[config.mk]
export PLATFORM = sky130hd
export DESIGN_NAME = reorder_buffer_flat
export DESIGN_NICKNAME = d
export VERILOG_FILES = /design/src/rtl/reorder_buffer_if.sv /design/src/rtl/reorder_buffer.sv /design/src/flat_wrapper.sv
export SDC_FILE = /design/constraint.sdc
export NUM_CORES = 1
export LEC_CHECK = 0
export BUFFER_PORTS_ARGS = -buffer_cell sky130_fd_sc_hd__buf_2
export CAP_MARGIN = 0
export CORE_ASPECT_RATIO = 0.7
export CORE_MARGIN = 5
export CORE_UTILIZATION = 55
export CTS_CLUSTER_DIAMETER = 100
export DETAILED_ROUTE_END_ITERATION = 16
export PLACE_DENSITY_LB_ADDON = 0.2
export SYNTH_ARGS = -nofsm -noshare
export SYNTH_HDL_FRONTEND = slang
export SYNTH_SLANG_ARGS = --single-unit
[constraint.sdc]
create_clock -name clk -period 7.8 [get_ports clk]
set_clock_uncertainty 0.1 [all_clocks]
set_input_delay 1.56 -clock clk [delete_from_list [all_inputs] [get_ports clk]]
set_output_delay 1.56 -clock clk [all_outputs]
set_load 0.02 [all_outputs]
[src/rtl/reorder_buffer_if.sv]
// Rename/CDB/commit signal bundle for the reorder buffer.
// The slave side is the ROB. The master side is the rename stage, the CDB and the commit consumer.
interface reorder_buffer_if #(
    parameter int REG   = 4,
    parameter int ROB   = 2,
    parameter int WIDTH = 31
) ();
    logic           allocValid;
    logic [REG:0]   allocDestReg;
    logic           allocRegWrite;
    logic [ROB:0]   destROB;
    logic           full;
    logic           empty;

    logic           cdbValid;
    logic [ROB:0]   cdbROB;
    logic [WIDTH:0] cdbResult;
    logic           cdbMispredict;
    logic [WIDTH:0] cdbTarget;

    logic           validCommit;
    logic [ROB:0]   commitROB;
    logic [REG:0]   regCommit;
    logic           commitRegWrite;
    logic [WIDTH:0] commitValue;
    logic           reset;
    logic [WIDTH:0] redirectPC;

    modport master (
        output allocValid, allocDestReg, allocRegWrite,
        output cdbValid, cdbROB, cdbResult, cdbMispredict, cdbTarget,
        input  destROB, full, empty,
        input  validCommit, commitROB, regCommit, commitRegWrite, commitValue, reset, redirectPC
    );

    modport slave (
        input  allocValid, allocDestReg, allocRegWrite,
        input  cdbValid, cdbROB, cdbResult, cdbMispredict, cdbTarget,
        output destROB, full, empty,
        output validCommit, commitROB, regCommit, commitRegWrite, commitValue, reset, redirectPC
    );
endinterface

[src/rtl/reorder_buffer.sv]
// Circular reorder buffer: allocates tags at the tail, collects CDB results and retires in order
// from the head. A mispredicted head flushes the whole buffer as it commits.
module reorder_buffer #(
    parameter int REG   = 4,
    parameter int ROB   = 2,
    parameter int WIDTH = 31
) (
    input logic             clk,
    input logic             globalReset,
    reorder_buffer_if.slave rob
);
    localparam int Depth = 2 ** (ROB + 1);
    localparam logic [ROB+1:0] CountFull = (ROB + 2)'(Depth);
    localparam logic [ROB+1:0] CountOne  = (ROB + 2)'(1);
    localparam logic [ROB:0]   TagOne    = (ROB + 1)'(1);

    logic [Depth-1:0] valid_q;
    logic [Depth-1:0] ready_q;
    logic [Depth-1:0] mispredict_q;
    logic [Depth-1:0] regwrite_q;
    logic [REG:0]     dest_reg_q [Depth];
    logic [WIDTH:0]   value_q    [Depth];
    logic [WIDTH:0]   target_q   [Depth];

    logic [ROB:0]   head_q;
    logic [ROB:0]   tail_q;
    logic [ROB+1:0] count_q;
    logic [ROB+1:0] count_d;

    logic full;
    logic alloc_accept;
    logic wb_accept;
    logic commit;
    logic flush;

    // full is decoded from the registered count, so a same-cycle commit never frees a slot early
    assign full         = (count_q == CountFull);
    assign alloc_accept = rob.allocValid & ~full;
    assign wb_accept    = rob.cdbValid & valid_q[rob.cdbROB];
    assign commit       = valid_q[head_q] & ready_q[head_q];
    assign flush        = commit & mispredict_q[head_q];

    assign rob.full           = full;
    assign rob.empty          = (count_q == '0);
    assign rob.destROB        = tail_q;
    assign rob.validCommit    = commit;
    assign rob.commitROB      = head_q;
    assign rob.regCommit      = dest_reg_q[head_q];
    assign rob.commitRegWrite = regwrite_q[head_q];
    assign rob.commitValue    = value_q[head_q];
    assign rob.reset          = flush;
    assign rob.redirectPC     = target_q[head_q];

    always_comb begin
        count_d = count_q;
        if (alloc_accept && !commit) begin
            count_d = count_q + CountOne;
        end else if (!alloc_accept && commit) begin
            count_d = count_q - CountOne;
        end
    end

    always_ff @(posedge clk) begin
        if (!globalReset) begin
            head_q       <= '0;
            tail_q       <= '0;
            count_q      <= '0;
            valid_q      <= '0;
            ready_q      <= '0;
            mispredict_q <= '0;
            regwrite_q   <= '0;
            for (int i = 0; i < Depth; i++) begin
                dest_reg_q[i] <= '0;
                value_q[i]    <= '0;
                target_q[i]   <= '0;
            end
        end else if (flush) begin
            // Same-cycle allocation and CDB write are dropped along with everything younger
            head_q  <= '0;
            tail_q  <= '0;
            count_q <= '0;
            valid_q <= '0;
            ready_q <= '0;
        end else begin
            count_q <= count_d;
            if (alloc_accept) begin
                valid_q[tail_q]      <= 1'b1;
                ready_q[tail_q]      <= 1'b0;
                mispredict_q[tail_q] <= 1'b0;
                regwrite_q[tail_q]   <= rob.allocRegWrite;
                dest_reg_q[tail_q]   <= rob.allocDestReg;
                tail_q               <= tail_q + TagOne;
            end
            if (wb_accept) begin
                ready_q[rob.cdbROB]      <= 1'b1;
                mispredict_q[rob.cdbROB] <= rob.cdbMispredict;
                value_q[rob.cdbROB]      <= rob.cdbResult;
                target_q[rob.cdbROB]     <= rob.cdbTarget;
            end
            if (commit) begin
                valid_q[head_q] <= 1'b0;
                head_q          <= head_q + TagOne;
            end
        end
    end
endmodule

[src/flat_wrapper.sv]
// flat-port wrapper written by rule: the top's interface ports become plain ports
module reorder_buffer_flat 
#(
    parameter int REG   = 4,
    parameter int ROB   = 2,
    parameter int WIDTH = 31
)
  (clk, globalReset, rob_allocValid, rob_allocDestReg, rob_allocRegWrite, rob_cdbValid, rob_cdbROB, rob_cdbResult, rob_cdbMispredict, rob_cdbTarget, rob_destROB, rob_full, rob_empty, rob_validCommit, rob_commitROB, rob_regCommit, rob_commitRegWrite, rob_commitValue, rob_reset, rob_redirectPC);
  reorder_buffer_if #(.REG(REG), .ROB(ROB), .WIDTH(WIDTH)) rob_i ();
  input logic clk;
  input logic globalReset;
  input wire logic [$bits(rob_i.allocValid)-1:0] rob_allocValid;
  input wire logic [$bits(rob_i.allocDestReg)-1:0] rob_allocDestReg;
  input wire logic [$bits(rob_i.allocRegWrite)-1:0] rob_allocRegWrite;
  input wire logic [$bits(rob_i.cdbValid)-1:0] rob_cdbValid;
  input wire logic [$bits(rob_i.cdbROB)-1:0] rob_cdbROB;
  input wire logic [$bits(rob_i.cdbResult)-1:0] rob_cdbResult;
  input wire logic [$bits(rob_i.cdbMispredict)-1:0] rob_cdbMispredict;
  input wire logic [$bits(rob_i.cdbTarget)-1:0] rob_cdbTarget;
  output wire logic [$bits(rob_i.destROB)-1:0] rob_destROB;
  output wire logic [$bits(rob_i.full)-1:0] rob_full;
  output wire logic [$bits(rob_i.empty)-1:0] rob_empty;
  output wire logic [$bits(rob_i.validCommit)-1:0] rob_validCommit;
  output wire logic [$bits(rob_i.commitROB)-1:0] rob_commitROB;
  output wire logic [$bits(rob_i.regCommit)-1:0] rob_regCommit;
  output wire logic [$bits(rob_i.commitRegWrite)-1:0] rob_commitRegWrite;
  output wire logic [$bits(rob_i.commitValue)-1:0] rob_commitValue;
  output wire logic [$bits(rob_i.reset)-1:0] rob_reset;
  output wire logic [$bits(rob_i.redirectPC)-1:0] rob_redirectPC;
  assign rob_i.allocValid = rob_allocValid;
  assign rob_i.allocDestReg = rob_allocDestReg;
  assign rob_i.allocRegWrite = rob_allocRegWrite;
  assign rob_i.cdbValid = rob_cdbValid;
  assign rob_i.cdbROB = rob_cdbROB;
  assign rob_i.cdbResult = rob_cdbResult;
  assign rob_i.cdbMispredict = rob_cdbMispredict;
  assign rob_i.cdbTarget = rob_cdbTarget;
  assign rob_destROB = rob_i.destROB;
  assign rob_full = rob_i.full;
  assign rob_empty = rob_i.empty;
  assign rob_validCommit = rob_i.validCommit;
  assign rob_commitROB = rob_i.commitROB;
  assign rob_regCommit = rob_i.regCommit;
  assign rob_commitRegWrite = rob_i.commitRegWrite;
  assign rob_commitValue = rob_i.commitValue;
  assign rob_reset = rob_i.reset;
  assign rob_redirectPC = rob_i.redirectPC;
  reorder_buffer #(.REG(REG), .ROB(ROB), .WIDTH(WIDTH)) u_core (.clk(clk), .globalReset(globalReset), .rob(rob_i));
endmodule
==> flow_summary_export.csv <==
group,metric,value,unit
outcome,status,"complete, no violations",
yosys,synth_compound_area_share,1.88,%
drt,wl,60700,um
timing,fin_crit_sh,67.0,%
pwr,leakage,10.9,nW
drt,top_layer,"met5",
global_routing,grt-ovfl-total,0,
floorplan,die_y,194,um
yosys,synth_top_family_by_area,"multiplexers",
layout,n_fill_cell,3599,
global_routing,grt_max_degree,101,
drt,first_iter_violations,1497,
floorplan,initial_core_util,55.7,%
drt,drc,0,
floorplan,row_count,67,
timing,setup_viol,0,
floorplan,die_w,273,um
pwr,p_sw_share,22.1,%
global_routing,grt.total_usage,23.1,%
drt,wl_met3,4280,um
yosys,synth_area_per_cell,15.8,sq um
pwr,switching_power,1.45,mW
yosys,synth_nets,1770,
floorplan,boundaryPins,158,
drt,first_pass_iters,5,
layout,area_growth_syn_to_layout,12.0,%
yosys,ys_seq_area_share,65.5,%
timing,finalMaxSlewViolations,0,
critical_path,criticalPathCategory,"reg2out",
timing,hold_viol_final,0,
yosys,yosys-mux-area-fraction,15.5,%
yosys,yosysTopAreaCellShare,62.1,%
clocking,clk_path_buf_depth,3,
drt,wl_met1,26100,um
clocking,ctsRootBufferMaster,"clkbuf_16",
clocking,numCtsBuffers,57,
yosys,ys_ff_latch,597,
yosys,synth-simple-area-share,14.8,%
yosys,synth_ff_type,"edfxtp_1",
yosys,yosysWarningCount,0,
global_routing,antenna_found_initial,4,
pwr,power.density,220,nW/um^2
timing,period_minus_slack,5.22,ns
drt,antenna_left,0,
place,gp_congestion,0.814,
yosys,async_flop_share,0,%
yosys,synthAdderAreaFrac,0.309,%
critical_path,critPathCaptureType,"output pin",
drt,vias_per_cell,5.80,
drt,wl_per_cell,24.2,um
critical_path,reg2regPathDepth,6,
critical_path,start_kind,"flop",
pwr,p_comb_share,5.7,%
pwr,p_int,5.12,mW
layout,fin_util,62.3,%
yosys,synth_edf_count,552,
global_routing,grt_pass1_vias,15200,
place,hpwl,32700,um
drt,via_count,14600,
clocking,cts_resized,0,
clocking,cts_max_level,2,
global_routing,grt_pass1_wl,93900,um
clocking,cts_hold_buf,0,
pwr,p_clk_share,38.6,%
yosys,synth_xor_area_share,0.230,%
critical_path,arrival,3.56,ns
layout,final_nets,1898,
timing,tightest_slew,1.13,ns
critical_path,required,6.14,ns
layout,layout-drive-gt1-share,26.4,%
yosys,yosysUniqueCellTypes,46,
clocking,cts_tree,"built",
hold_path,hold_path_class,"reg2reg",
timing,slew_headroom,24.5,%
run,cap_violations,0,
yosys,synth_cells,1686,
timing,final.setup.tns,0,ns
hold_path,whs_path_depth,2,
yosys,yosysTopAreaCell,"edfxtp_1",
clocking,path_clk_slew,0.06,ns
drt,wl_met2,29400,um
critical_path,path_max_fanout,41,
timing,timing.fmax,0.191,GHz
yosys,syn-cell-area,26700,sq um
clocking,clock_latency,0.62,ns
floorplan,die_area,53100,sq um
timing,rsz0062_at_grt,"false",
pwr,irDropWorstVdd,0.152,mV
place,io_buffers,157,
pwr,pwr-share-seq,55.6,%
layout,regArea,17500,sq um
layout,multi_input_area,8890,sq um
clocking,cts_sinks,597,
yosys,yosys-top-cells-area,"edfxtp_1 62%, mux4_2 12%, and2_1 12%",
floorplan,coreArea,48000,sq um
clocking,post-cts-setup-buffer-count,0,
[logic make-up after synthesis]
logic type,after synthesis
and+or+nand+nor,653
DFF,597
muxes,224
buffers and inverters,125
AOI/OAI and AO/OA,74
xor gates and xnor gates,7
adders and majority gates,6
[metrics by stage]
stage | worst slack, ns | hold slack (ns) | std cells | power (mW) | instance area (sq um)
3_5_place_dp | 3.15 | 0.347 | 2410 | 4.10 | 28200
4_1_cts | 2.57 | 0.356 | 2511 | 6.61 | 29900
5_1_grt | 2.37 | 0.373 | 2511 | 6.80 | 29900
6_report | 2.58 | 0.355 | 2512 | 6.57 | 29900
3_3_place_gp | 3.19 | 0.342 | 2410 | 4.09 | 28200
2_1_floorplan | 0.111 | 0.328 | 1686 | 3.95 | 26700
[path summary, 6_finish.rpt]
check,from,to,slack (ns)
worst max-delay path,u_core.rob.commitROB[0],rob_reset,2.58
worst min-delay path,u_core.ready_q[2],u_core.ready_q[2],0.35
worst max register to register,u_core.rob.commitROB[0],u_core.target_q[3][24],3.31
worst min register to register,u_core.ready_q[2],u_core.ready_q[2],0.35
[registers in the layout (all words and copies together) (netlist names), 4 cells and up, named ones only]
signal,cells
u_core.valid_q,8
u_core.target_q,256
u_core.count_q,4
u_core.value_q,256
u_core.dest_reg_q,40
u_core.regwrite_q,8
u_core.mispredict_q,8
u_core.ready_q,8
[power by group through the flow]
stage / Sequential (mW) / Combinational (mW) / Clock (mW)
after floorplan: 3.72 / 0.229 / 0
after global placement: 3.71 / 0.373 / 0
after detailed placement: 3.72 / 0.380 / 0
after CTS: 3.65 / 0.382 / 2.58
after global routing: 3.66 / 0.411 / 2.73
final: 3.65 / 0.376 / 2.54
[critical path, stage by stage, from the launching register on]
cell and delay [ns]:
dfxtp_1 1.07, mux2i_1 0.30, mux4_2 0.63, nor3_2 0.17
buf_4 0.48, buf_2 0.26
[placed cells by master (no fill, tap or decap), types with 20 or more instances in the layout]
cell / Yosys / layout
buf_4: 0 / 24
edfxtp_1: 552 / 552
buf_2: 3 / 157
dfxtp_1: 45 / 42
and2_1: 514 / 514
nor2_1: 31 / 25
a21oi_1: 20 / 20
clkbuf_16: 0 / 59
nand2_1: 27 / 27
mux4_2: 145 / 145
and3_1: 41 / 41
mux2_2: 69 / 69
[synthesized netlist by cell type, drive strengths merged (9+ instances only)]
library cell,count
o31ai,10
edfxtp,552
o211ai,9
clkbuf,93
dfxtp,45
nand2,27
buf,20
inv,11
mux4,145
a21oi,20
mux2,69
nor3,10
and3,41
o21ai,17
nor2,31
mux2i,10
and2,514
[area by class of cell]
class                   count  area share, %
clock buffers              75           5.14
multi-input cells         964           29.8
diodes                      1        0.00837
clock inverters            26          0.389
flip-flops and latches    597           58.5
inverters                  12          0.151
repair buffers            182           3.30
well taps                 655           2.74
[metal layers]
layer / vias to the layer above / track usage, %
li1: 6556 / -
met4: 8 / 4.07
met2: 442 / 37.2
met5: - / 0
met1: 7477 / 33.4
met3: 75 / 5.12
Note: power is estimated with default switching activity, not from simulation.
